**src/rtl/angle_output_arbiter.sv**
```systemverilog
// Round-robin arbiter that serialises roll/pitch/yaw angle results into
// 5-byte frames (header, ID, data high, data low, checksum) over a byte transmitter.
module angle_output_arbiter #(
  parameter logic [7:0] HEADER_BYTE = 8'hA5,
  parameter logic [7:0] ROLL_ID     = 8'h01,
  parameter logic [7:0] PITCH_ID    = 8'h02,
  parameter logic [7:0] YAW_ID      = 8'h03
) (
  input  logic        clk,
  input  logic        rst,
  input  logic        roll_req,
  input  logic [15:0] roll_data,
  input  logic        pitch_req,
  input  logic [15:0] pitch_data,
  input  logic        yaw_req,
  input  logic [15:0] yaw_data,
  output logic        roll_ack,
  output logic        pitch_ack,
  output logic        yaw_ack,
  input  logic        tx_busy,
  output logic        tx_load,
  output logic [7:0]  tx_byte,
  output logic        busy,
  output logic        frame_done,
  output logic [7:0]  frame_count
);

  typedef enum logic [2:0] {S_IDLE, S_SEND, S_HOLD, S_WAIT, S_DONE} state_t;
  typedef enum logic [1:0] {G_ROLL, G_PITCH, G_YAW} grant_t;

  state_t      r_state, w_state_nxt;
  grant_t      r_last_grant, w_last_nxt, w_gnt;
  logic        w_gnt_vld;
  logic [15:0] w_gnt_data;
  logic [7:0]  w_gnt_id;
  logic [15:0] r_data;
  logic [7:0]  r_id;
  logic [2:0]  r_idx, w_idx_nxt;
  logic [2:0]  r_ack, w_ack_nxt;
  logic        r_tx_load, w_tx_load_nxt;
  logic [7:0]  r_tx_byte, w_tx_byte_nxt;
  logic        r_frame_done, w_done_nxt;
  logic [7:0]  r_frame_count, w_count_nxt;
  logic        w_capture;

  function automatic logic [7:0] frame_byte(input logic [2:0] idx,
                                            input logic [7:0] id,
                                            input logic [15:0] data);
    case (idx)
      3'd0:    frame_byte = HEADER_BYTE;
      3'd1:    frame_byte = id;
      3'd2:    frame_byte = data[15:8];
      3'd3:    frame_byte = data[7:0];
      default: frame_byte = id ^ data[15:8] ^ data[7:0];
    endcase
  endfunction

  // Search starts with the producer after the last one granted.
  always_comb begin
    w_gnt     = G_ROLL;
    w_gnt_vld = roll_req | pitch_req | yaw_req;
    case (r_last_grant)
      G_ROLL: begin
        if (pitch_req)     w_gnt = G_PITCH;
        else if (yaw_req)  w_gnt = G_YAW;
        else               w_gnt = G_ROLL;
      end
      G_PITCH: begin
        if (yaw_req)       w_gnt = G_YAW;
        else if (roll_req) w_gnt = G_ROLL;
        else               w_gnt = G_PITCH;
      end
      default: begin
        if (roll_req)       w_gnt = G_ROLL;
        else if (pitch_req) w_gnt = G_PITCH;
        else                w_gnt = G_YAW;
      end
    endcase
  end

  always_comb begin
    w_gnt_data = roll_data;
    w_gnt_id   = ROLL_ID;
    case (w_gnt)
      G_PITCH: begin w_gnt_data = pitch_data; w_gnt_id = PITCH_ID; end
      G_YAW:   begin w_gnt_data = yaw_data;   w_gnt_id = YAW_ID;   end
      default: begin w_gnt_data = roll_data;  w_gnt_id = ROLL_ID;  end
    endcase
  end

  always_comb begin
    w_state_nxt   = r_state;
    w_last_nxt    = r_last_grant;
    w_idx_nxt     = r_idx;
    w_ack_nxt     = 3'b000;
    w_tx_load_nxt = 1'b0;
    w_tx_byte_nxt = r_tx_byte;
    w_done_nxt    = 1'b0;
    w_count_nxt   = r_frame_count;
    w_capture     = 1'b0;
    case (r_state)
      S_IDLE: begin
        if (w_gnt_vld) begin
          w_capture   = 1'b1;
          w_last_nxt  = w_gnt;
          w_idx_nxt   = 3'd0;
          w_state_nxt = S_SEND;
          case (w_gnt)
            G_PITCH: w_ack_nxt = 3'b010;
            G_YAW:   w_ack_nxt = 3'b100;
            default: w_ack_nxt = 3'b001;
          endcase
        end
      end
      S_SEND: begin
        if (!tx_busy) begin
          w_tx_load_nxt = 1'b1;
          w_tx_byte_nxt = frame_byte(r_idx, r_id, r_data);
          w_state_nxt   = S_HOLD;
        end
      end
      // Transmitter has not raised busy yet during the load cycle.
      S_HOLD: w_state_nxt = S_WAIT;
      S_WAIT: begin
        if (!tx_busy) begin
          if (r_idx == 3'd4) begin
            w_state_nxt = S_DONE;
            w_done_nxt  = 1'b1;
            w_count_nxt = r_frame_count + 8'd1;
          end else begin
            w_idx_nxt   = r_idx + 3'd1;
            w_state_nxt = S_SEND;
          end
        end
      end
      S_DONE:  w_state_nxt = S_IDLE;
      default: w_state_nxt = S_IDLE;
    endcase
  end

  always_ff @(posedge clk) begin
    if (rst) begin
      r_state       <= S_IDLE;
      r_last_grant  <= G_YAW;
      r_idx         <= 3'd0;
      r_ack         <= 3'b000;
      r_tx_load     <= 1'b0;
      r_tx_byte     <= 8'h00;
      r_frame_done  <= 1'b0;
      r_frame_count <= 8'h00;
    end else begin
      r_state       <= w_state_nxt;
      r_last_grant  <= w_last_nxt;
      r_idx         <= w_idx_nxt;
      r_ack         <= w_ack_nxt;
      r_tx_load     <= w_tx_load_nxt;
      r_tx_byte     <= w_tx_byte_nxt;
      r_frame_done  <= w_done_nxt;
      r_frame_count <= w_count_nxt;
    end
  end

  // Captured frame payload is data only and needs no reset.
  always_ff @(posedge clk) begin
    if (w_capture) begin
      r_data <= w_gnt_data;
      r_id   <= w_gnt_id;
    end
  end

  assign roll_ack    = r_ack[0];
  assign pitch_ack   = r_ack[1];
  assign yaw_ack     = r_ack[2];
  assign tx_load     = r_tx_load;
  assign tx_byte     = r_tx_byte;
  assign frame_done  = r_frame_done;
  assign frame_count = r_frame_count;
  assign busy        = (r_state != S_IDLE);

endmodule

```
**config.mk**
```make
export PLATFORM = sky130hd
export DESIGN_NAME = angle_output_arbiter
export DESIGN_NICKNAME = d
export VERILOG_FILES = /design/src/rtl/angle_output_arbiter.sv
export SDC_FILE = /design/constraint.sdc
export NUM_CORES = 1
export LEC_CHECK = 0
export ABC_CLOCK_PERIOD_IN_PS = 5590
export CAP_MARGIN = 25
export CORE_MARGIN = 4
export CORE_UTILIZATION = 50
export CTS_BUF_LIST = sky130_fd_sc_hd__clkbuf_8 sky130_fd_sc_hd__clkbuf_16
export CTS_CLUSTER_SIZE = 16
export DETAILED_ROUTE_END_ITERATION = 10
export GPL_TIMING_DRIVEN = 0
export PLACE_DENSITY = 0.85
export SLEW_MARGIN = 0
export SYNTH_ARGS = -nofsm -noshare
export SYNTH_HDL_FRONTEND = slang
export SYNTH_SLANG_ARGS = --single-unit
```
**constraint.sdc**
```tcl
create_clock -name clk -period 5.59 [get_ports clk]
set_input_delay 1.118 -clock clk [delete_from_list [all_inputs] [get_ports clk]]
set_output_delay 1.118 -clock clk [all_outputs]
set_load 0.03 [all_outputs]
```
# Word level (Yosys, flattened, before mapping)

Cells that the tools add are included.

Bits in read-only memories: 0
Flip-flop bits (word level): 53
Logic and storage cells: 72
RAM bits: 0
Memories: 0
Bits in latches: 0

Add/sub/neg operators: 2
Magnitude comparators: 0
Eq/ne operators: 14
Reductions and logical operators: 13
Multiply operators: 0
Divide/modulo/power cells: 0
Bitwise logic cells: 9
Shifts and indexed selects: 0
Multiplexer cells: 24

Operators by type and width:

| operator                                       | number |
|---|---|
| case mux 16 bit (2 select lines)               | 1 |
| case mux 8 bit (4 select lines)                | 1 |
| two-way mux 3 bit                              | 7 |
| XOR 8 bit                                      | 2 |
| == test 3 x 2 -> 1 bit (second input constant) | 4 |
| case mux 3 bit (2 select lines)                | 2 |
| case mux 3 bit (4 select lines)                | 1 |
| two-way mux 2 bit                              | 5 |
| adder 8 x 1 -> 8 bit (second input constant)   | 1 |
| != test 2 bit (second input constant)          | 4 |
| case mux 2 bit (2 select lines)                | 2 |
| == test 3 x 1 -> 1 bit (second input constant) | 2 |
| logical NOT 3 bit                              | 2 |
| AND reduction 3 bit                            | 2 |
| OR reduction 3 bit                             | 2 |
| two-way mux 1 bit                              | 5 |
| NOT 1 bit                                      | 5 |
| == test 2 x 1 -> 1 bit (second input constant) | 2 |
| AND reduction 2 bit                            | 2 |
| AND reduction 4 bit                            | 1 |
| adder 3 x 1 -> 3 bit (second input constant)   | 1 |
| == test 3 bit (second input constant)          | 1 |
| nonzero test 3 bit                             | 1 |
| == test 2 bit (second input constant)          | 1 |
| other kinds (4)                                | 5 |

# Logic depth before layout (Yosys ltp)

Word-level depth: 5
Gate-level depth with buffers: 9

# Worst setup path before layout

Ideal clock, no wire load.

Path type: in2reg
Start point: input port roll_req
End point: register r_data[0], data pin
Buffers on the path: 2
Path slack: 2680 ps
Stages: 9
Setup time: 152 ps
Data arrival time: 2757 ps
Path through: or3b_2 > a21oi_1 > a31oi_1 > inv_1 > ha_1 > clkbuf_1 > clkbuf_1 > a22oi_1 > o21ai_0

Longest elaborated chain between the ends: 5
Elaborated cells on any way between the ends: 7

Ends and longest elaborated chain:

| what                                                           | RTL line | RTL |
|---|---|---|
| start, declared                                                | 11       | `input logic roll_req,` |
| two-way mux 1 bit                                              | 70       | `else if (roll_req) w_gnt = G_ROLL;` |
| two-way mux 2 bit                                              | 69       | `if (yaw_req) w_gnt = G_YAW;` |
| case mux 2 bit (2 select lines) *                              | 62       | `case (r_last_grant)` |
| net w_gnt[0]                                                   | 32       | `grant_t r_last_grant, w_last_nxt, w_gnt;` |
| == test 2 bit / == test 2 x 1 -> 1 bit (equally long branches) | 84       | `case (w_gnt)` |
| case mux 16 bit (2 select lines) *                             | 84       |  |
| net w_gnt_data[0]                                              | 34       | `logic [15:0] w_gnt_data;` |
| end signal, assigned                                           | 166      | `r_data <= w_gnt_data;` |
| end, declared                                                  | 36       | `logic [15:0] r_data;` |

Mark *: on every way through the listed nets, which the timed path passes. The rest lies on a longest branch.
A chain may end at the register's enable or synchronous reset.

# Final worst setup path

Start point: input port roll_req
End point: register r_data[13], data pin

Same word-level chain as after synthesis.

==> metrics.sh <==
PRECTSSETUPSLACK_PS=1840
CELL_FAMILY_CONTRIBUTING_THE_MOST_DELAY_ON_THE_CRITICAL_PATH='buffers and inverters'
FLOORPLAN.INITIALDENSITY_PCT=51.9
WORST_HOLD_PATH_TYPE='flop to flop'
MAX-CAP-VIOLATIONS=0
YS_ASYNC_SR_FRACTION_PCT=0
IRDROPWORSTVDD_V=0.000120
WORST_HOLD_PATH.ENDPOINT='frame_count[7]'
POWER.LEAKAGE_nW=1.23
CTS_TREE='yes'
TIMING.FINAL.CRIT_PERIOD_PS=3470
HOLD-PATH-CELL-COUNT=2
CRITICAL_PATH.MAX_STAGE_DELAY_PS=480
CLOCK-SKEW-FINAL_PS=3.58
IO_BUFFERS=75
ROUTED_WL_UM=5880
R2R_CELLS=9
CTS_HTREE_LEVELS=2
DOMINANTREGCELLSYNTH='sky130_fd_sc_hd__dfxtp_1'
NUMBER_OF_HOLD_REPAIR_BUFFERS_ADDED_AT_THE_CTS_STAGE=0
N_FILL_CELL=359
CRITPATHCAPTURETYPE='flop'
PLACEABLECOREAREA_UM2=4750
POSTCTSRESIZEDCELLS=0
SYNTH-SEQ-CELLS=47
WORST-ENDPOINT-REQUIRED_PS=5720
CRIT_SLOWEST_CELL='sky130_fd_sc_hd__or3b_2'
GRT_MAX_DEGREE=21
GRT_REMAINING_OVERFLOW=0
CTS-BUFFERS-INSERTED=5
SETUP_WS_PS=2120
DR.PASS1.ITERS=4
CRIT_FANOUT=10
MULTI_INPUT_COMB_AREA_UM2=1230
LAYOUT-AREA-OVERHEAD-VS-SYNTH_PCT=38.1
CHAIN_OF_CELLS_FORMING_THE_CRITICAL_PATH='clkdlybuf4s50_1 > or3b_2 > a21oi_1 > a31oi_1 > inv_1 > ha_1 > clkbuf_1 > clkbuf_1 > a22oi_1 > o21ai_0'
CLK_LATENCY_PS=300
CRITICAL_PATH.N_BUFFERS_INVERTERS=4
DRT_FIRST_ITER_VIOLATIONS=145
FINALCRITPERIODSHARE_PCT=62.0
RESIDUAL_DRC_COUNT=0
MAXCLOCKFREQUENCY_MHz=288
SETUP_VIOL=0
CTS_BUFFER_DEPTH=2
FINALMAXSLEWVIOLATIONS=0
SYN-INSTANCE-COUNT=261
WORST-ENDPOINT-ARRIVAL_PS=3590
GRT_ANTENNA_BEFORE_REPAIR=0
NUMBER_OF_FLOPS_MAPPED_TO_ENABLE_CELLS_BY_YOSYS=18
ROUTEDWLPERCELL_UM=14.3
MOSTFREQUENTLAYOUTCELL='sky130_fd_sc_hd__clkdlybuf4s50_1'
DESIGN.PORTCOUNT=76
SEQ_AREA_UM2=1120
CP-START-KIND='primary input'
POWER_PER_CELL_AREA_nW_PER_UM2=252
SYNTHESIS.AREA_PER_INSTANCE_UM2=9.45
TIMING.SETUP.CRITICAL_PATH_CLASS='primary input to flop'
CP_COMMON_CELL='sky130_fd_sc_hd__clkbuf_1'
VIA_COUNT_OF_THE_FIRST_GLOBAL_ROUTING_PASS=2148
VIA_COUNT=2256
MAPPED_CELL_AREA_UM2=2470
GRT_FIRST_PASS_WIRELENGTH_UM=9630
CRITICAL_PATH.REG2REG.ENDPOINT='r_data[13]'
TIMING.RR.START='r_last_grant[0]'
SYNTH.YOSYS.SEQ_AREA_SHARE_PCT=45.4
SYNTH.NET_COUNT=325
TIMING_WORST_SLEW_PIN_VALUE_PS=934
DRT-VIAS-PER-INSTANCE=5.49
DP_HPWL_UM=4470
DRIVE_ABOVE_1_SHARE_PCT=5.52
PLACE.GP.CONGESTION=0.808
DIODES=0
WORST_SLEW_MARGIN_REL_PCT=37.2
HOLDWS_PS=495
NNETSFINAL=407
TIMING.FINAL.HOLD_VIOLATIONS=0
CTS.SINKS=47
NETLIST-CELL-TYPE-COUNT=47
HP-START='frame_count[7]'
FP.DIEAREA_UM2=6120
DIEWIDTH_UM=78.2
WORST_SETUP_HOLD_PATH_CLK_SLEW_PS=80
ROWS=25
POWER_uW=858
GRTUSAGETOTAL_PCT=19.4
CRITPATHLAUNCH='roll_req'
RSZ0062_AT_GRT='no'
DIEHEIGHT_UM=78.2
SYNTH-WARNING-COUNT=0
STATUS='completed'
LAYOUT_COMMON_CELLS='sky130_fd_sc_hd__clkdlybuf4s50_1 (75), sky130_fd_sc_hd__dfxtp_1 (29), sky130_fd_sc_hd__o21ai_0 (23), sky130_fd_sc_hd__nor2_1 (23), sky130_fd_sc_hd__a22oi_1 (19)'
POST_CTS_BUFFERS=0
ANT_NETS=0
FIN_SETUP_TNS_PS=0
REG2REG_SETUP_SLACK_PS=3100
CTS_ROOT_BUFFER='sky130_fd_sc_hd__clkbuf_8'
[worst max-delay path by stage]
stage / slack (ps) / to / cells past startpoint
floorplan: 2680 / r_data[0] / 9
global placement: 1860 / r_data[13] / 10
detailed placement: 1840 / r_data[13] / 10
CTS: 2140 / r_data[15] / 10
global route: 1930 / r_data[13] / 10
finish: 2120 / r_data[13] / 10
[final cells by class]
type,instances,area share [%]
plain buffers,16,2.24
clock buffers,5,2.02
clock inverters,3,1.10
inverters,11,1.21
multi-input cells,187,36.0
flip-flops and latches,47,32.9
well taps,67,2.46
repair buffers,75,22.0
[per-layer routing]
| layer | up-vias | track usage (%) | wire (µm) |
|---|---|---|---|
| met5 | - | 0 | 0 |
| met4 | 0 | 9.27 | 143 |
| met3 | 18 | 4.36 | 353 |
| met2 | 87 | 33.0 | 2860 |
| met1 | 1036 | 23.3 | 2520 |
| li1 | 1115 | - | - |
[where the power goes]
part / switching, mW / leakage, nW / internal, mW / total (mW)
Combinational: 0.100 / 0.757 / 0.0942 / 0.194
Clock: 0.111 / 0.0607 / 0.130 / 0.241
Sequential: 0.0235 / 0.414 / 0.399 / 0.423
[through the flow]
stage | utilization, % | cell area [µm²] | cells
floorplan | - | 2470 | 261
detailed placement | 69.4 | 3300 | 403
global placement | 69.4 | 3300 | 403
finish | 71.7 | 3410 | 411
CTS | 71.7 | 3410 | 411
global route | 71.7 | 3410 | 411
[worst min-delay path, delay by kind of cell, from the launching register on]
family	cells	cell delay [ps]
compound gates	2	140
flops	1	320
[state kept, by name, summed over array words and instances (netlist names)]
signal and count:
r_id 2, r_data 16, r_ack 3, r_state 3
tx_load 1, tx_byte 8, frame_done 1, r_last_grant 2
frame_count 8, r_idx 3
[kinds of logic after synthesis]
logic type      share of synthesized area [%]
flops                                    45.4
xor+xnor                                 3.19
mux                                      1.72
simple gates                             19.5
compound gates                           20.3
fa+ha+maj                                5.07
buf+inv                                  4.77
[Yosys cell counts (2+ instances only)]
library cell / n / area, µm²
sky130_fd_sc_hd__edfxtp_1: 18 / 541
sky130_fd_sc_hd__o21ba_2: 2 / 20.0
sky130_fd_sc_hd__a211o_1: 2 / 17.5
sky130_fd_sc_hd__nor2_1: 23 / 86.3
sky130_fd_sc_hd__nand2_1: 18 / 67.6
sky130_fd_sc_hd__a22oi_1: 19 / 143
sky130_fd_sc_hd__buf_6: 2 / 22.5
sky130_fd_sc_hd__o21ai_0: 23 / 115
sky130_fd_sc_hd__dfxtp_1: 29 / 581
sky130_fd_sc_hd__and2_1: 4 / 25.0
sky130_fd_sc_hd__a311oi_1: 8 / 70.1
sky130_fd_sc_hd__ha_1: 10 / 125
sky130_fd_sc_hd__inv_1: 10 / 37.5
sky130_fd_sc_hd__xnor2_1: 6 / 52.6
sky130_fd_sc_hd__nand2b_1: 4 / 25.0
sky130_fd_sc_hd__mux2i_1: 2 / 20.0
sky130_fd_sc_hd__nand4_1: 6 / 37.5
sky130_fd_sc_hd__nand3_1: 2 / 10.0
sky130_fd_sc_hd__nand3b_1: 6 / 45.0
sky130_fd_sc_hd__or3_1: 2 / 12.5
sky130_fd_sc_hd__a31oi_1: 3 / 18.8
sky130_fd_sc_hd__a21oi_1: 8 / 40.0
sky130_fd_sc_hd__nor3_1: 9 / 45.0
sky130_fd_sc_hd__nor2b_1: 6 / 37.5
sky130_fd_sc_hd__mux2_2: 2 / 22.5
sky130_fd_sc_hd__nor3b_1: 3 / 22.5
sky130_fd_sc_hd__xor2_1: 3 / 26.3
sky130_fd_sc_hd__clkbuf_1: 12 / 45.0
No activity file was read; power rests on OpenSTA's default activity.
